File: src/rtl/axi4_read_check.sv
// AXI4 read-burst checker: replays the write-test address sequence as
// INCR bursts and verifies every returned beat against its pattern.
module axi4_read_check #(
  parameter logic [31:0]    BASE     = 32'h0,
  parameter int             BURSTLEN = 8,
  parameter int             BURSTS   = 4,
  parameter int             IDW      = 4,
  parameter logic [IDW-1:0] ID       = '0
) (
  input  logic           clk,
  input  logic           reset,
  input  logic           start,
  output logic           busy,
  output logic           done,
  output logic           error,
  output logic [15:0]    errcount,
  output logic [31:0]    m_araddr,
  output logic [7:0]     m_arlen,
  output logic [2:0]     m_arsize,
  output logic [1:0]     m_arburst,
  output logic [IDW-1:0] m_arid,
  output logic [3:0]     m_arcache,
  output logic [2:0]     m_arprot,
  output logic           m_arvalid,
  input  logic           m_arready,
  input  logic [31:0]    m_rdata,
  input  logic [1:0]     m_rresp,
  input  logic [IDW-1:0] m_rid,
  input  logic           m_rlast,
  input  logic           m_rvalid,
  output logic           m_rready
);

  typedef enum logic [1:0] {
    S_IDLE,
    S_ADDR,
    S_DATA,
    S_DONE
  } state_t;

  localparam logic [7:0]  LAST_BEAT  = 8'(BURSTLEN - 1);
  localparam logic [15:0] LAST_BURST = 16'(BURSTS - 1);
  localparam logic [31:0] BSTEP      = 32'(4 * BURSTLEN);

  state_t      r_state;
  state_t      w_next;
  logic [31:0] r_addr;
  logic [15:0] r_burst;
  logic [7:0]  r_beat;
  logic        r_arvalid;
  logic        r_done;
  logic        r_error;
  logic [15:0] r_errcount;

  logic        w_go;
  logic        w_ar_hs;
  logic        w_beat;
  logic        w_last;
  logic        w_bad;
  logic [15:0] w_baddr;
  logic [31:0] w_exp;

  assign w_go    = (r_state == S_IDLE) && start;
  assign w_ar_hs = r_arvalid && m_arready;
  assign w_beat  = (r_state == S_DATA) && m_rvalid;
  assign w_last  = (r_beat == LAST_BEAT);

  // Only the low half of the address feeds the data pattern.
  assign w_baddr = r_addr[15:0] + {6'd0, r_beat, 2'b00};
  assign w_exp   = {~w_baddr, w_baddr};

  assign w_bad = (m_rdata != w_exp)
               || (m_rresp != 2'b00)
               || (m_rid != ID)
               || (m_rlast != w_last);

  always_ff @(posedge clk) begin
    if (reset) begin
      r_state <= S_IDLE;
    end else begin
      r_state <= w_next;
    end
  end

  always_comb begin
    w_next = r_state;
    unique case (r_state)
      S_IDLE: begin
        if (start) w_next = S_ADDR;
      end
      S_ADDR: begin
        if (w_ar_hs) w_next = S_DATA;
      end
      S_DATA: begin
        if (w_beat && w_last) begin
          if (r_burst == LAST_BURST) w_next = S_DONE;
          else w_next = S_ADDR;
        end
      end
      S_DONE: begin
        w_next = S_IDLE;
      end
      default: w_next = S_IDLE;
    endcase
  end

  always_comb begin
    busy      = (r_state == S_ADDR) || (r_state == S_DATA);
    m_rready  = (r_state == S_DATA);
    m_arvalid = r_arvalid;
    m_araddr  = r_addr;
    m_arlen   = LAST_BEAT;
    m_arsize  = 3'd2;
    m_arburst = 2'd1;
    m_arid    = ID;
    m_arcache = 4'd0;
    m_arprot  = 3'd0;
    done      = r_done;
    error     = r_error;
    errcount  = r_errcount;
  end

  // arvalid is registered, so it trails entry into ADDR by one cycle.
  always_ff @(posedge clk) begin
    if (reset) begin
      r_arvalid <= 1'b0;
    end else begin
      r_arvalid <= (r_state == S_ADDR) && !w_ar_hs;
    end
  end

  always_ff @(posedge clk) begin
    if (reset) begin
      r_addr     <= BASE;
      r_burst    <= 16'd0;
      r_beat     <= 8'd0;
      r_done     <= 1'b0;
      r_error    <= 1'b0;
      r_errcount <= 16'd0;
    end else begin
      if (w_go) begin
        r_addr     <= BASE;
        r_burst    <= 16'd0;
        r_done     <= 1'b0;
        r_error    <= 1'b0;
        r_errcount <= 16'd0;
      end
      if (w_ar_hs) begin
        r_beat <= 8'd0;
      end
      if (w_beat) begin
        if (w_bad) begin
          r_error <= 1'b1;
          if (r_errcount != 16'hFFFF) r_errcount <= r_errcount + 16'd1;
        end
        // The burst ends on the beat count; rlast is only checked.
        if (w_last) begin
          r_addr  <= r_addr + BSTEP;
          r_burst <= r_burst + 16'd1;
          if (r_burst == LAST_BURST) r_done <= 1'b1;
        end else begin
          r_beat <= r_beat + 8'd1;
        end
      end
    end
  end

endmodule
File: config.mk
export PLATFORM = sky130hd
export DESIGN_NAME = axi4_read_check
export DESIGN_NICKNAME = d
export VERILOG_FILES = /design/src/rtl/axi4_read_check.sv
export SDC_FILE = /design/constraint.sdc
export NUM_CORES = 1
export LEC_CHECK = 0
export CORE_MARGIN = 5
export CORE_UTILIZATION = 55
export CTS_CLUSTER_DIAMETER = 80
export DETAILED_ROUTE_END_ITERATION = 7
export PLACE_DENSITY = 0.85
export SLEW_MARGIN = 0
export SYNTH_ARGS = -nofsm -noshare
export SYNTH_HDL_FRONTEND = slang
export SYNTH_SLANG_ARGS = --single-unit
export TNS_END_PERCENT = 100
File: constraint.sdc
create_clock -name clk -period 6.45 [get_ports clk]
set_input_delay 0.9675 -clock clk [delete_from_list [all_inputs] [get_ports clk]]
set_output_delay 0.9675 -clock clk [all_outputs]
set_load 0.01 [all_outputs]
==> flow_metrics.env <==
export IMPL_fp_coreArea_mm2=0.00915
export IMPL_p_leak_nw=2.15
export IMPL_initialDrtViolationCount=344
export IMPL_synthCells=666
export IMPL_timing_hold_worst_class="register to register"
export IMPL_final_nets=807
export IMPL_post_drt_wl_per_cell_um=15.0
export IMPL_clockBufferDepth=2
export IMPL_worst_slew_pin_slew_ns=0.694
export IMPL_globalplace_congestion=0.853
export IMPL_cts_hold_buffers=0
export IMPL_floorplan_die_width_um=106
export IMPL_final_period_utilization_pct=59.2
export IMPL_design_portCount=121
export IMPL_cts_resized_gates=0
export IMPL_ys_seq_elements=77
export IMPL_fin_util_pct=67.8
export IMPL_vdd_ir_drop_worst_v=0.000181
export IMPL_mappedNetlistArea_mm2=0.00509
export IMPL_synth_top_area_share_pct=30.3
export IMPL_ctsRootBufferMaster="clkbuf_8"
export IMPL_post_layout_nonfiller_instances=862
export IMPL_detail_route_first_pass_iterations=5
export IMPL_worstSetupPathType="register to register"
export IMPL_globalRouteOverflowTotal=0
export IMPL_detailed_place_hpwl_um=9660
export IMPL_top_cell_type_by_total_area_after_synthesis="dfxtp_1"
export IMPL_tritoncts="yes"
export IMPL_crit_path_cell_trace="ha_1 > inv_1 > fa_1 > nor2b_1 > o21a_1 > mux2i_1 > o32ai_1 > a2111oi_2 > o2111ai_1 > o21ai_2 > a21oi_2 > or2_4 > o21ai_1"
export IMPL_numCtsBuffers=9
export IMPL_worst_path_max_fanout=15
export IMPL_grt_pass1_wl_um=21200
export IMPL_post_route_min_period_ns=3.82
export IMPL_cts_setup_buffers=0
export IMPL_grt_use_total_pct=22.2
export IMPL_final_hold_viol_count=0
export IMPL_outcome="complete, no violations"
export IMPL_crit_path_end_kind="register"
export IMPL_arrival_ns=4.11
export IMPL_worstSkewPairLatency_ns=0.36
export IMPL_initial_core_util_pct=55.6
export IMPL_n_fill_cell=751
export IMPL_floorplan_die_area_mm2=0.0113
export IMPL_detail_route_drc_violations=0
export IMPL_timing_max_slew_rel_slack_pct=53.4
export IMPL_number_of_antenna_violating_nets_in_the_routed_design=0
export IMPL_grt_max_degree=61
export IMPL_layout_common_cells="clkdlybuf4s50_1, dfxtp_1, nor2_1, nand2_1, nand3_1"
export IMPL_achievable_clock_frequency_mhz=262
export IMPL_postSynth_topFlopCell="dfxtp_1"
export IMPL_antenna_cells_inserted=0
export IMPL_fp_dieH_um=106
export IMPL_worst_r2r_setup_slack_ns=2.63
export IMPL_port_buffers=96
export IMPL_critical_path_max_stage_delay_ns=0.49
export IMPL_first_global_vias=4675
export IMPL_initial_antenna_violation_count=0
export IMPL_commonest_non_fill_non_tap_cell_in_the_layout="clkdlybuf4s50_1"
export IMPL_detail_route_vias_per_cell=5.84
export IMPL_worst_setup_path_start_kind="register"
export IMPL_grt_setup_unrepaired="false"
export IMPL_critical_path_required_ns=6.74
export IMPL_final_slew_viol_count=0
export IMPL_finalClockSkew_ns=0.0153
export IMPL_synthToLayoutAreaGrowth_pct=21.8
export IMPL_floorplan_rows=35
export IMPL_clkTransAtPathRegs_ns=0.09
export IMPL_average_size_of_a_mapped_cell_um2=7.64
export IMPL_tns_ns=0
export IMPL_synth_seq_area_share_pct=30.3
export IMPL_synth_async_sr_flop_share_pct=0
export IMPL_synthDistinctLibCells=67
export IMPL_cp_slowest_cell="o21ai_2"
export IMPL_yosys_top_cells_area="dfxtp_1, nor2_1, nand2_1"
export IMPL_place_inst=846
export IMPL_routed_wl_um=12900
export IMPL_ctsHtreeMaxLevel=3
export IMPL_count_of_flip_flops_with_a_built_in_enable_after_synthesis=0
export IMPL_fraction_of_final_layout_cells_sized_beyond_drive_strength_1_pct=5.06
export IMPL_detailroute_via_count=5033
export IMPL_tot_pwr_mw=1.09
export IMPL_setup_violations=0
export IMPL_synth_warnings=0
export IMPL_cap_violations=0
export IMPL_clkSinkCount=77
export IMPL_power_per_cell_area_mw_per_mm2=176
power breakdown:
| part | leakage [nW] | internal, mW | total, mW | switching [mW] |
|---|---|---|---|---|
| combinational | 1.42 | 0.0848 | 0.218 | 0.133 |
| sequential | 0.620 | 0.483 | 0.490 | 0.00707 |
| clock | 0.103 | 0.185 | 0.380 | 0.195 |
| total | 2.15 | 0.753 | 1.09 | 0.336 |
synth_stat cells (all sizes together) (3+ instances only):
library cell and count:
nor2 68, or4 3, nor4 8, mux2i 10
or2 9, nand2b 17, or3 12, a31oi 7
buf 29, xnor2 13, clkbuf 22, nand4 13
or3b 3, nand3b 7, and3b 5, ha 16
a2111oi 5, a211oi 5, nor2b 13, and3 13
nor3b 13, and2 10, o2111ai 3, nor3 20
o21a 8, xor2 13, o211ai 10, dfxtp 77
nand3 46, o21ai 39, inv 11, nand2 62
and4 4, a21oi 44
registers in the layout, indices dropped and copies added, names as in the netlist:
signal / count
done: 1
errcount: 16
error: 1
m_araddr: 32
m_arvalid: 1
r_beat: 8
r_burst: 16
r_state: 2
final cells by class:
cell class	count	area (um^2)	share of cell area (%)
sequential	77	1540	24.9
clock buffer	9	124	2.00
tap	111	139	2.24
inverter	11	41.3	0.666
timing repair buffer	98	971	15.7
multi-input combinational	549	3300	53.3
clock inverter	7	80.1	1.29
critical path, delay by kind of cell (launching register included):
family | cells | cell delay [ns]
buf+inv | 1 | 0.06
compound gates | 7 | 1.92
mux | 1 | 0.21
flops | 1 | 0.40
simple gates | 2 | 0.56
fa+ha+maj | 2 | 0.59
metal layers:
layer / wire (um) / part of all wire, % / vias to the layer above / global-route usage, %
met3: 690 / 5.4 / 14 / 4.31
met4: 152 / 1.2 / 0 / 6.01
li1: - / - / 2516 / -
met2: 6320 / 49 / 156 / 39.2
met1: 5730 / 44 / 2347 / 27.5
met5: 0 / 0 / - / 0
kinds of logic (layout without fill, tap and decap cells):
| logic type | after synthesis | in the layout | share of synthesized area, % |
|---|---|---|---|
| simple gates | 330 | 330 | 34.2 |
| compound gates | 139 | 139 | 17.1 |
| flops | 77 | 77 | 30.3 |
| buf+inv | 62 | 125 | 6.54 |
| xor+xnor | 26 | 26 | 4.47 |
| fa+ha+maj | 17 | 17 | 4.33 |
| mux | 13 | 13 | 2.93 |
| other cells | 2 | 24 | 0.148 |
per-stage QoR:
step | instance area [um^2] | hold WS [ns] | worst slack (ns)
finish | 6200 | 0.464 | 2.63
global route | 6200 | 0.505 | 2.33
CTS | 6200 | 0.468 | 2.63
detailed placement | 6000 | 0.453 | 2.28
global placement | 6000 | 0.455 | 2.40
floorplan | 5170 | 0.440 | 3.51
worst paths after layout:
kind,end,start,cells after the start
hold / removal,error,error,2
hold reg to reg,error,error,2
setup reg to reg,errcount[8],r_beat[0],13
setup / recovery,errcount[8],r_beat[0],13
Note: power is estimated with default switching activity, not from simulation.
